**config.mk**
```make
export PLATFORM = sky130hd
export DESIGN_NAME = exec_controller
export DESIGN_NICKNAME = d
export VERILOG_FILES = /design/src/rtl/exec_controller.sv
export SDC_FILE = /design/constraint.sdc
export NUM_CORES = 1
export LEC_CHECK = 0
export ABC_CLOCK_PERIOD_IN_PS = 3100
export CAP_MARGIN = 20
export CORE_ASPECT_RATIO = 0.5
export CORE_MARGIN = 2
export CORE_UTILIZATION = 48
export DETAILED_ROUTE_END_ITERATION = 6
export PLACE_DENSITY = 0.76
export SLEW_MARGIN = 20
export SYNTH_ARGS = -nofsm -noshare
export SYNTH_HDL_FRONTEND = slang
export SYNTH_SLANG_ARGS = --single-unit
```
**constraint.sdc**
```tcl
create_clock -name clk -period 3.1 [get_ports clk]
set_input_delay 0.93 -clock clk [delete_from_list [all_inputs] [get_ports clk]]
set_output_delay 0.93 -clock clk [all_outputs]
set_load 0.02 [all_outputs]
```
**src/rtl/exec_controller.sv**
```systemverilog
// Execution sequencer for proc_memory: turns the 50 MHz clock into a one-cycle
// processor enable and supports free run, single-instruction step and PC breakpoints.
module exec_controller #(
    parameter int unsigned DIV_COUNT   = 5000000,
    parameter int unsigned SYNC_STAGES = 2,
    parameter logic [3:0]  TICK_IDLE   = 4'd0
) (
    input  logic        clk,
    input  logic        rst,
    input  logic        run_sw,
    input  logic        step_key_n,
    input  logic        bp_en,
    input  logic [15:0] bp_addr,
    input  logic [15:0] pc,
    input  logic [3:0]  tick,
    output logic        proc_en,
    output logic [1:0]  state,
    output logic        halted,
    output logic [15:0] instr_count
);

    typedef enum logic [1:0] {
        IDLE = 2'd0,
        RUN  = 2'd1,
        STEP = 2'd2,
        HALT = 2'd3
    } state_t;

    localparam int unsigned      CNT_W   = $clog2(DIV_COUNT);
    localparam logic [CNT_W-1:0] CNT_MAX = CNT_W'(DIV_COUNT - 1);

    state_t                 state_q;
    state_t                 state_nxt;
    logic [CNT_W-1:0]       cnt_q;
    logic [CNT_W-1:0]       cnt_nxt;
    logic [SYNC_STAGES-1:0] sync_q;
    logic                   key_prev;
    logic                   step_req;
    logic                   pulse_d;
    logic [3:0]             tick_at_pulse;
    logic                   retire;
    logic                   bp_hit;
    logic                   active_nxt;
    logic                   proc_en_nxt;
    logic [15:0]            count_nxt;

    // Key synchroniser plus one extra flop for falling-edge detection.
    always_ff @(posedge clk) begin
        if (rst) begin
            sync_q   <= '1;
            key_prev <= 1'b1;
        end else begin
            // NOTE: non-blocking so every flop samples the pre-edge value of its neighbour.
            sync_q   <= {sync_q[SYNC_STAGES-2:0], step_key_n};
            key_prev <= sync_q[SYNC_STAGES-1];
        end
    end

    assign step_req = key_prev & ~sync_q[SYNC_STAGES-1];

    // An instruction retires when the pulse just moved tick back to the idle value.
    assign retire = pulse_d && (tick_at_pulse != TICK_IDLE) && (tick == TICK_IDLE);
    assign bp_hit = bp_en && (pc == bp_addr);

    always_ff @(posedge clk) begin
        if (rst) begin
            state_q <= IDLE;
        end else begin
            state_q <= state_nxt;
        end
    end

    always_comb begin
        // NOTE: default first so the unassigned paths hold state instead of inferring a latch.
        state_nxt = state_q;
        unique case (state_q)
            IDLE: begin
                if (run_sw) begin
                    state_nxt = RUN;
                end else if (step_req) begin
                    state_nxt = STEP;
                end
            end
            RUN: begin
                if (!run_sw) begin
                    state_nxt = IDLE;
                end else if (retire && bp_hit) begin
                    state_nxt = HALT;
                end
            end
            STEP: begin
                if (retire) begin
                    state_nxt = run_sw ? HALT : IDLE;
                end
            end
            HALT: begin
                if (!run_sw) begin
                    state_nxt = IDLE;
                end else if (step_req) begin
                    state_nxt = STEP;
                end
            end
            default: state_nxt = IDLE;
        endcase
    end

    always_comb begin
        halted     = (state_q == HALT);
        active_nxt = (state_nxt == RUN) || (state_nxt == STEP);

        // The counter restarts on every entry so the first pulse is a full period away.
        if (!active_nxt || (state_nxt != state_q)) begin
            cnt_nxt = '0;
        end else if (cnt_q == CNT_MAX) begin
            cnt_nxt = '0;
        end else begin
            cnt_nxt = cnt_q + 1'b1;
        end

        proc_en_nxt = active_nxt && (state_nxt == state_q) && (cnt_q == CNT_MAX);
        count_nxt   = retire ? instr_count + 16'd1 : instr_count;
    end

    always_ff @(posedge clk) begin
        if (rst) begin
            cnt_q         <= '0;
            proc_en       <= 1'b0;
            pulse_d       <= 1'b0;
            tick_at_pulse <= '0;
            instr_count   <= '0;
        end else begin
            cnt_q       <= cnt_nxt;
            proc_en     <= proc_en_nxt;
            pulse_d     <= proc_en;
            instr_count <= count_nxt;
            if (proc_en) begin
                tick_at_pulse <= tick;
            end
        end
    end

    assign state = state_q;

endmodule

```
==> flow_summary.ini <==
[logic_synthesis]
ys_warn_count = 0
synth_fp_nets = 310
synthArstFlopShare = 0
netlist_area_mm2 = 0.00236
seq_area_frac_synth = 0.425
synth_edf_count = 0
synth_flop_cell = dfxtp_1
yosys_register_bits = 50
synth_cell_types = 37
syn-instance-count = 267
avgSynthCellArea_um2 = 8.83

[finish]
fill_cells = 382
antenna_cells = 0
area_growth_pct = 34.8
drive_gt1_frac = 0.0687
fin_nets = 377
fin_area_mm2 = 0.00318
layout_commonest_cell = clkdlybuf4s50_1
layout_common_cells = 60 x clkdlybuf4s50_1, 50 x dfxtp_1, 43 x nor2_1, 37 x xor2_1, 16 x nand2_1
post-route-util = 0.698

[floorplan]
dieWidth_um = 103
core_mm2 = 0.00455
die_y_um = 53.6
start_util = 0.518
num_rows = 17
ioPinCount = 61
dieArea_mm2 = 0.00552

[worst_setup_path]
startpoint_type = input pin
cp_max_fo = 9
crit_chain = clkdlybuf4s50_1 > or4_4 > or4_1 > or3_1 > a21oi_1
crit_slowest_cell = or4_1
rrSetupSlack_ns = 1.10
timing.rr.start = tick_at_pulse[0]
rr_worst_depth = 6
required_ns = 3.34
r2r_end = cnt_q[22]
critPathBufInv = 1
cpPeakStageDelay_ns = 0.67
critical-path-top-delay-family = simple AND/OR/NAND/NOR gates
end_kind = flip-flop
cp.arrival_ns = 3.12
critPathKind = input pin to flip-flop

[clocking]
root_buffer = clkbuf_8
tritoncts = yes
clock_tree.buffer_depth = 2
cts_made_buffers = 5
h-tree-depth = 2
cts_resized = 0
clk_latency_ns = 0.30
cts_hold_buf = 0
post_cts.repair.setup_buffers = 0
cts_sinks = 50
clk_pin_slew_worst_paths_ns = 0.09

[route]
vias = 2092
dr.first_iter.drc_count = 40
ant_nets = 0
post_drt_via_cell_ratio = 5.22
drt-total-wl_um = 5160
firstDrtPassIters = 4
drc = 0
post_drt_wl_per_cell_um = 12.9

[power]
sw_frac_of_total = 0.209
switching_power_uw = 253
combPwrFrac = 0.092
irDropWorstVdd_mv = 0.243
sequentialPowerShare = 0.537
p_int_uw = 954
p_clk_frac = 0.370
p_per_area_mw_per_mm2 = 380
p_leak_nw = 1.04
power_mw = 1.21

[timing]
worst_slack_ns = 0.214
drv_slew = 0
fin_worst_skew_ns = 0.00880
period_needed_ns = 2.89
max_slew_margin = 0.526
fmax_mhz = 346
rsz0062_at_grt = no
tightest_slew_ns = 0.705
finalCritPeriodShare = 0.931
setup_viol = 0
finalHoldViolCount = 0

[global_routing]
track_usage = 0.207
overflow = 0
grt_pass1_wl_um = 8850
antenna_found_initial = 0
grt_max_degree = 28
grt_pass1_vias = 2055

[outcome]
outcome = completed

[hold_path]
hp-class = flip-flop to flip-flop
holdPathEnd = sync_q[1]
min-delay-start = sync_q[0]
min_path_cells = 1

[place]
dpl.hpwl_um = 4030
postPlaceCellArea_mm2 = 0.00307
gp_congestion = 0.808
dpl_worst_slack_ns = -0.0933
portBuffers = 60

[run]
max-cap-violations = 0
power by group through the flow:
stage	registers [mW]	clock network, mW	logic (mW)
final	0.649	0.447	0.111
after global routing	0.650	0.484	0.120
after CTS	0.649	0.456	0.111
after detailed placement	0.664	0	0.111
after global placement	0.664	0	0.108
after floorplan	0.665	0	0.0390
per-layer routing:
| metal | global-route usage | part of all wire |
|---|---|---|
| met1 | 0.251 | 0.47 |
| met2 | 0.371 | 0.48 |
| met3 | 0.0532 | 0.036 |
| met4 | 0.0636 | 0.017 |
| met5 | 0 | 0 |
state kept, by name, indices dropped and copies added, names as in the netlist:
name	flops
cnt_q	23
instr_count	16
key_prev	1
proc_en	1
pulse_d	1
state	2
sync_q	2
tick_at_pulse	4
cells by family after synthesis:
logic type      count (synthesis)  share of synthesized area
simple gates                  136                      0.304
flops                          50                      0.425
xor+xnor                       49                      0.182
compound gates                 13                     0.0334
buf+inv                        11                     0.0196
mux                             6                     0.0255
fa+ha+maj                       2                     0.0106
synth_stat cells, types with 2 or more instances:
cell / n / area, µm²
dfxtp_1: 50 / 1000
nor2_1: 43 / 161
xor2_1: 37 / 324
nand2_1: 16 / 60.1
nor3_1: 14 / 70.1
nand3_1: 13 / 65.1
nand4_1: 12 / 75.1
nor4_1: 12 / 75.1
xnor2_1: 12 / 105
mux2i_1: 6 / 60.1
a21oi_1: 5 / 25.0
inv_1: 5 / 18.8
clkbuf_1: 4 / 15.0
or2_2: 4 / 25.0
or3_1: 4 / 25.0
o21ai_0: 3 / 15.0
or4_1: 3 / 22.5
ha_1: 2 / 25.0
nand2b_1: 2 / 12.5
nor2b_1: 2 / 12.5
or4b_2: 2 / 20.0
worst max-delay path by stage:
stage	startpoint	endpoint	slack, ns	depth (start not counted)
final	tick[0]	instr_count[14]	0.21	5
after global routing	tick[0]	instr_count[14]	0.14	5
after CTS	tick[0]	instr_count[14]	0.23	5
after detailed placement	tick[0]	instr_count[14]	-0.09	5
after global placement	tick[0]	instr_count[14]	-0.05	5
after floorplan	tick[0]	cnt_q[10]	0.41	5
area by class of cell:
class / count / area (µm²) / area share
Multi-Input combinational cell: 206 / 1310 / 0.412
Sequential cell: 50 / 1000 / 0.315
Timing Repair Buffer: 66 / 658 / 0.207
Tap cell: 66 / 82.6 / 0.0260
Clock buffer: 7 / 76.3 / 0.0240
Clock inverter: 1 / 30.0 / 0.00945
Inverter: 5 / 18.8 / 0.00591
per-stage QoR:
step | cells | setup TNS [ns] | hold WS [ns]
after floorplan | 267 | 0 | 0.389
after global placement | 393 | -0.0764 | 0.399
after detailed placement | 393 | -0.333 | 0.402
after CTS | 401 | 0 | 0.422
after global routing | 401 | 0 | 0.439
final | 401 | 0 | 0.418
No activity file was read; power rests on OpenSTA's default activity.
